<file path="src/rtl/axis_motion_ctrl.sv">
// Single-axis stepper motion controller: trapezoidal ramp (accel/cruise/decel),
// homing toward the low limit, and an immediate stop into a fault state on the
// limit switch ahead of the motion.
module axis_motion_ctrl #(
  parameter logic [15:0] DIV_START = 16'd50000,
  parameter logic [15:0] DIV_MIN   = 16'd10000,
  parameter logic [15:0] RAMP_DEC  = 16'd2000
) (
  input  logic               clk,
  input  logic               rst,
  input  logic               cmd_fwd,
  input  logic               cmd_rev,
  input  logic               cmd_home,
  input  logic               limit_lo,
  input  logic               limit_hi,
  output logic               step_en,
  output logic               step_dir,
  output logic               step_tick,
  output logic signed [15:0] pos,
  output logic [2:0]         state,
  output logic               fault
);

  typedef enum logic [2:0] {
    StIdle   = 3'd0,
    StAccel  = 3'd1,
    StCruise = 3'd2,
    StDecel  = 3'd3,
    StHoming = 3'd4,
    StLimit  = 3'd5
  } state_e;

  // States in which the tick engine runs and the driver is enabled.
  function automatic logic is_run(input state_e s);
    return (s == StAccel) || (s == StCruise) || (s == StDecel) || (s == StHoming);
  endfunction

  state_e             r_state;
  logic [15:0]        r_cur_div;
  logic [15:0]        r_cnt;
  logic               r_dir;
  logic signed [15:0] r_pos;
  logic               r_tick;
  logic               r_en;
  logic               r_fault;
  logic               r_home_q;

  state_e             w_state_d;
  logic [15:0]        w_cur_d;
  logic [15:0]        w_cnt_d;
  logic               w_dir_d;
  logic signed [15:0] w_pos_d;
  logic               w_tick;
  logic               w_clr_pos;

  logic               w_fwd_req;
  logic               w_rev_req;
  logic               w_dir_req;
  logic               w_home_rise;
  logic               w_limit_hit;
  logic               w_run;
  logic               w_cnt_done;
  logic [16:0]        w_dec17;
  logic [16:0]        w_inc17;
  logic [15:0]        w_dec_sat;
  logic [15:0]        w_inc_sat;

  // Request decode; both directions at once is treated as no request.
  assign w_fwd_req   = cmd_fwd & ~cmd_rev;
  assign w_rev_req   = cmd_rev & ~cmd_fwd;
  assign w_dir_req   = r_dir ? w_fwd_req : w_rev_req;
  assign w_home_rise = cmd_home & ~r_home_q;
  // Only the switch ahead of the motion can stop it.
  assign w_limit_hit = r_dir ? limit_hi : limit_lo;

  assign w_run      = is_run(r_state);
  // Counter at 1 means this edge takes it to 0: period equals cur_div cycles.
  assign w_cnt_done = w_run && (r_cnt <= 16'd1);

  // 17-bit ramp arithmetic so the saturation compare never sees a wrapped value.
  assign w_dec17   = {1'b0, r_cur_div} - {1'b0, RAMP_DEC};
  assign w_inc17   = {1'b0, r_cur_div} + {1'b0, RAMP_DEC};
  assign w_dec_sat = (w_dec17[16] || (w_dec17[15:0] < DIV_MIN)) ? DIV_MIN : w_dec17[15:0];
  assign w_inc_sat = (w_inc17 > {1'b0, DIV_START}) ? DIV_START : w_inc17[15:0];

  // Next-state, ramp, tick and position decision.
  always_comb begin
    w_state_d = r_state;
    w_cur_d   = r_cur_div;
    w_dir_d   = r_dir;
    w_tick    = 1'b0;
    w_clr_pos = 1'b0;

    case (r_state)
      StIdle: begin
        if (w_home_rise) begin
          w_state_d = StHoming;
          w_dir_d   = 1'b0;
        end else if (w_fwd_req) begin
          w_state_d = StAccel;
          w_dir_d   = 1'b1;
        end else if (w_rev_req) begin
          w_state_d = StAccel;
          w_dir_d   = 1'b0;
        end
      end

      StAccel, StCruise: begin
        if (w_limit_hit) begin
          w_state_d = StLimit;
        end else begin
          w_tick = w_cnt_done;
          if (!w_dir_req) begin
            w_state_d = StDecel;
          end else if (r_state == StAccel) begin
            if (w_cnt_done) begin
              w_cur_d = w_dec_sat;
            end
            if (w_cur_d == DIV_MIN) begin
              w_state_d = StCruise;
            end
          end
        end
      end

      StDecel: begin
        if (w_limit_hit) begin
          w_state_d = StLimit;
        end else begin
          w_tick = w_cnt_done;
          if (w_dir_req) begin
            // Same-direction request is back: ramp up again from here.
            w_state_d = StAccel;
          end else if (w_cnt_done) begin
            // The tick taken at full start period ends the move.
            if (r_cur_div == DIV_START) begin
              w_state_d = StIdle;
            end else begin
              w_cur_d = w_inc_sat;
            end
          end
        end
      end

      StHoming: begin
        if (limit_lo) begin
          w_state_d = StIdle;
          w_clr_pos = 1'b1;
        end else begin
          w_tick = w_cnt_done;
        end
      end

      StLimit: begin
        if (!cmd_fwd && !cmd_rev) begin
          w_state_d = StIdle;
        end
      end

      default: begin
        w_state_d = StIdle;
      end
    endcase

    // Idle, homing and fault all run at the start period.
    if ((w_state_d == StIdle) || (w_state_d == StHoming) || (w_state_d == StLimit)) begin
      w_cur_d = DIV_START;
    end

    // Period counter: reload on tick, count while running, otherwise hold at cur_div.
    if (w_tick) begin
      w_cnt_d = w_cur_d;
    end else if (w_run && is_run(w_state_d)) begin
      w_cnt_d = r_cnt - 16'd1;
    end else begin
      w_cnt_d = w_cur_d;
    end

    if (w_clr_pos) begin
      w_pos_d = 16'sd0;
    end else if (w_tick) begin
      w_pos_d = r_dir ? (r_pos + 16'sd1) : (r_pos - 16'sd1);
    end else begin
      w_pos_d = r_pos;
    end
  end

  // FSM state, ramp registers and registered outputs.
  always_ff @(posedge clk or negedge rst) begin
    if (!rst) begin
      r_state   <= StIdle;
      r_cur_div <= DIV_START;
      r_cnt     <= DIV_START;
      r_dir     <= 1'b0;
      r_pos     <= 16'sd0;
      r_tick    <= 1'b0;
      r_en      <= 1'b0;
      r_fault   <= 1'b0;
      r_home_q  <= 1'b0;
    end else begin
      r_state   <= w_state_d;
      r_cur_div <= w_cur_d;
      r_cnt     <= w_cnt_d;
      r_dir     <= w_dir_d;
      r_pos     <= w_pos_d;
      r_tick    <= w_tick;
      r_en      <= is_run(w_state_d);
      r_fault   <= (w_state_d == StLimit);
      r_home_q  <= cmd_home;
    end
  end

  assign step_en   = r_en;
  assign step_dir  = r_dir;
  assign step_tick = r_tick;
  assign pos       = r_pos;
  assign state     = r_state;
  assign fault     = r_fault;

endmodule

</file>
<file path="config.mk">
export PLATFORM = sky130hd
export DESIGN_NAME = axis_motion_ctrl
export DESIGN_NICKNAME = d
export VERILOG_FILES = /design/src/rtl/axis_motion_ctrl.sv
export SDC_FILE = /design/constraint.sdc
export NUM_CORES = 1
export LEC_CHECK = 0
export BUFFER_PORTS_ARGS = -buffer_cell sky130_fd_sc_hd__buf_2
export CAP_MARGIN = 20
export CORE_MARGIN = 2
export CORE_UTILIZATION = 50
export DETAILED_ROUTE_END_ITERATION = 6
export PLACE_DENSITY_LB_ADDON = 0.25
export SYNTH_ARGS = -nofsm -noshare
export SYNTH_HDL_FRONTEND = slang
export SYNTH_SLANG_ARGS = --single-unit
</file>
<file path="constraint.sdc">
create_clock -name clk -period 3.9 [get_ports clk]
set_input_delay 0.39 -clock clk [delete_from_list [all_inputs] [get_ports clk]]
set_output_delay 0.39 -clock clk [all_outputs]
set_load 0.03 [all_outputs]
</file>
Word-level counts from Yosys, hierarchy flattened --
Cells that the tools add are included.
Word-level totals: word-level logic and storage cells 101, output and inout bits 23, input bits 7, flip-flop bits (word level) 56
Operators by class: multiplexer cells 45, equal/unequal tests 12, reduce and logical (&&, ||, !) cells 21, bitwise operators 6, add/subtract/negate cells 5, order comparisons 3
Operators with widths (number):
- $mux 16 | 20
- $mux 3 | 13
- $pmux 16 s2 | 1
- $add 16x11->17 const B | 1
- $gt 17x16->1 const B | 1
- $sub 16x11->17 const B | 1
- $add 16x2->16 const B | 1
- $eq 16x14->1 const B | 1
- $eq 16x16->1 const B | 1
- $le 16x1->1 const B | 1
- $lt 16x14->1 const B | 1
- $sub 16x1->16 const B | 1
- $sub 16x2->16 const B | 1
- $pmux 3 s5 | 1
- $eq 3x2->1 const B | 4
- $eq 3x3->1 const B | 4
- $logic_or 1x1->1 | 9
- $mux 1 | 9
- $eq 3x1->1 const B | 2
- $logic_not 3->1 | 2
- $and 1x1->1 | 3
- $logic_and 1x1->1 | 3
- $not 1->1 | 3
- $reduce_bool 3->1 | 1
- other kinds (6) | 7

Longest topological paths before layout --
word-level depth 23, mapped depth 12, gate-level depth less buffers 10

Worst setup path before layout --
Ideal clock, no wire load.
path type reg-to-reg, start reg r_dir, in the netlist step_dir, end reg r_pos[14], in the netlist pos[14], library setup time 0.095 ns, data arrival time 3.434 ns, cell stages (with the launch flop) 12, path buffers 1, period minus slack after synthesis 3.530 ns, data required time 3.805 ns, setup slack 0.370 ns, cells stage by stage dfrtp_1 > clkbuf_1 > inv_1 > fa_1 > a21o_1 > a21oi_1 > o21bai_1 > a2111oi_0 > o31ai_1 > o311a_1 > o21a_1 > o31ai_1
Between the ends: longest elaborated chain between the ends 4, elaborated cells between the ends (all ways) 7, those cells by class mux (6); reduce/logical (1)
Ends and longest elaborated chain:
- from (decl) | line 41 | logic r_dir;
- from (signal assigned) | line 204 | r_dir <= w_dir_d;
- $mux 1 | line 74 | assign w_limit_hit = r_dir ? limit_hi : limit_lo;
- $mux 1 | line 109, 127
- $pmux 1 s2 | line 94 | case (r_state)
- $reduce_bool 2->1 (no line)
- to (signal assigned) | line 205 | r_pos <= w_pos_d;
- to (decl) | line 42 | logic signed [15:0] r_pos;
Several ways; a longest one is shown, not always the timed one. The select of a mux whose other input is x is not followed. A chain may end at the register's enable or synchronous reset.

Worst setup path in the final report --
Same ends and word-level chain as after synthesis.

==> results by group <==
Pwr
  – Max IR drop VDD: 0.2840 mV
  – Leak pwr: 2.269 nW
  – Cell area power density: 574.3 mW/mm2

Clocking
  – Worst-path clk slew: 0.11 ns
  – CTS buffer count: 5
  – Hold buffer count at CTS: 0
  – CTS root buffer: clkbuf_8
  – Post-cts sizing count: 0
  – CTS Sinks: 56
  – Clk_lat worst skew: 0.32 ns
  – H-tree Lvls: 2
  – Post CTS Setup Buffer Count: 0
  – Clock buffer depth: 2
  – TritonCTS clock tree: yes

Drt
  – Routed Wire Length: 15.08 mm
  – Number of remaining DRC errors: 0
  – Routed Antenna Nets: 0
  – 1st-pass router iterations: 5
  – Wirelength per Cell: 20.15 um
  – Routed vias/inst: 6.567
  – Iteration-0 DRC Markers: 460
  – Via Count: 4,912

Synthesis
  – Cell taking the most area after synthesis: dfrtp_1
  – Syn_area_per_cell: 8.356 um2
  – Synth cell types: 86
  – Ranking of synthesized cells by area: dfrtp_1 22%, dfstp_2 6.4%, ha_1 6.1%
  – Top FF cell, synth: dfrtp_1
  – Post-Syn Area: 0.004938 mm2
  – Ys Warns: 0
  – Sequential cell area fraction in the yosys report: 0.2868
  – Yosys reg bits: 56
  – Post-synthesis cell count: 591
  – Syn nets: 623
  – Fraction of registers with async set/reset: 1.000
  – Post-synth EDFFs: 0
  – Top cell type's share of synthesized area: 0.2230
  – Synth top cells by count: 45 x nand2_1, 44 x dfrtp_1, 41 x o21ai_0
  – Most common cell in the netlist: nand2_1

Setup path
  – Buf/Inv on CP: 1
  – CP endpoint kind: flop
  – Critical path launch point: step_dir
  – Max incr delay on CP: 0.71 ns
  – Worst R2R Path Depth: 10
  – Crit path top cell by count: o31ai_1
  – FF-to-FF Start: step_dir
  – Critical path class: reg2reg
  – Worst path top cell family by delay: compound AO/OA/AOI/OAI gates
  – CP Max Fanout: 10
  – Critical Path AT: 3.95 ns
  – Crit. path cell count: 10
  – Slowest CP cell: a2111oi_0
  – Crit start category: flop
  – Critical Path, Cell by Cell: inv_1 > fa_1 > a21o_1 > a21oi_1 > o21bai_1 > a2111oi_0 > o31ai_1 > o311a_1 > o21a_1 > o31ai_1
  – WP data required: 4.14 ns

Finish
  – Register area: 0.001416 mm2
  – Ant diodes: 0
  – Area of the multi-input gates: 0.003308 mm2
  – Layout area overhead: 8.006%
  – Non-filler cells, final: 748
  – Layout cell share with drive strength beyond 1: 0.1545
  – Fill cell count: 904
  – Nets: 646

Global routing
  – Initial antenna violation count: 0
  – Vias in the first global route: 4,358
  – Total grt overflow: 0
  – GR met3 Demand/Resource: 0.06586
  – Routing usage on met2: 0.4055
  – Pin count of the biggest net entering global routing: 33
  – GRT Max-Usage Layer: met1
  – Met1 Use GR: 0.4427
  – GR Util All Layers: 0.2864
  – First-pass GRT wire length: 23.60 mm

Timing
  – Final Skew: 0.01275 ns
  – RSZ-0062 raised after global routing: false
  – Minimum clock period: 3.716 ns
  – Slew Limit Headroom: 0.3923
  – FMAX: 269.1 MHz
  – TNS Setup: 0 ns
  – Final period util: 0.9527
  – Final setup violation count: 0
  – Final Hold Viols: 0
  – Worst Tran Pin Value: 0.9061 ns
  – Pins Over Slew Limit: 0

Outcome
  – Status: complete, no violations

Placement
  – GP Congestion: 1.007
  – Port buffer count: 29
  – DPL Wire Length: 11.42 mm
  – Placed cells: 740

Flow run
  – Max Cap Viol: 0

Floorplan
  – Die width: 103.4 um
  – Die ar.: 0.01069 mm2
  – Core area: 0.009684 mm2
  – DIE HEIGHT: 103.4 um
  – Initial core utilization: 0.5099
  – Num rows: 36
  – # IOs: 30

Worst hold path
  – Worst min-delay path category: in2async
state kept, by name, indices dropped and copies added (netlist names):
name and flops:
step_dir 1, state 3, step_tick 1, r_cnt 16, fault 1, step_en 1
r_home_q 1, r_cur_div 16, pos 16
placed cells by master (no fill, tap or decap), types with 4 or more instances in the layout:
cell / n
a211oi_1: 11
a21o_1: 7
a21oi_1: 32
a22oi_1: 4
a31oi_1: 10
and2_1: 5
and3_1: 11
buf_2: 29
buf_4: 19
clkbuf_8: 5
dfrtp_1: 44
dfstp_2: 12
ha_1: 24
inv_1: 16
mux2i_1: 4
nand2_1: 45
nand2b_1: 13
nand3_1: 33
nand3b_1: 7
nand4_1: 5
nor2_1: 38
nor2b_1: 6
nor3_1: 17
nor3b_1: 4
nor4_1: 8
nor4b_1: 4
o211ai_1: 8
o21a_1: 4
o21ai_0: 41
o21ai_1: 9
o22ai_1: 6
o31ai_1: 8
or3_1: 8
or4_1: 4
xnor2_1: 14
xor2_1: 17
routing by layer:
layer / vias up / routed length, um
met5: - / 0
met1: 2368 / 6848
met2: 242 / 6484
li1: 2285 / -
met4: 0 / 211
met3: 17 / 1530
cells by family after synthesis:
kind of cell / synth area share
xor gates and xnor gates: 0.05498
and+or+nand+nor: 0.2579
muxes: 0.01267
AOI/OAI and AO/OA: 0.2795
adders and majority gates: 0.06486
DFF: 0.2868
buffers and inverters: 0.04332
worst paths after layout:
path / slack, ns / endpoint
worst max-delay path: 0.18 / pos[14]
worst min-delay path: 0.06 / pos[11]
worst max register to register: 0.18 / pos[14]
worst min register to register: 0.54 / pos[15]
max in group asynchronous: 2.95 / r_cnt[15]
min in group clk: 0.20 / r_home_q
worst register-to-register path, cell delays in order (launching register included):
cell and delay, ns:
dfrtp_1 0.54, inv_1 0.28, fa_1 0.52, a21o_1 0.18, a21oi_1 0.25, o21bai_1 0.13
a2111oi_0 0.71, o31ai_1 0.24, o311a_1 0.39, o21a_1 0.18, o31ai_1 0.21
through the flow:
step | area (um2) | total power, mW | util | setup WS [ns] | hold WS, ns
floorplan | 4938 | 2.160 | - | 0.3704 | 0.09441
global placement | 5239 | 2.637 | 0.5410 | 0.4469 | 0.4325
detailed placement | 5239 | 2.665 | 0.5410 | 0.3336 | 0.4364
CTS | 5334 | 3.020 | 0.5508 | 0.2990 | 0.08050
global route | 5334 | 3.266 | 0.5508 | 0.04262 | 0.08954
finish | 5334 | 3.063 | 0.5508 | 0.1843 | 0.06024
report_power, final:
part	internal [mW]	total (mW)	switching, mW	leakage (nW)
Sequential	0.705	0.866	0.160	0.728
Clock	0.131	0.343	0.212	0.0423
Combinational	0.639	1.85	1.22	1.50
layout make-up:
class | count | area share
multi-input combinational | 487 | 0.6202
sequential | 56 | 0.2655
timing repair buffer | 48 | 0.05395
tap | 133 | 0.03120
clock buffer | 5 | 0.01290
inverter | 16 | 0.01126
clock inverter | 3 | 0.004926
No activity file was read; power rests on OpenSTA's default activity.
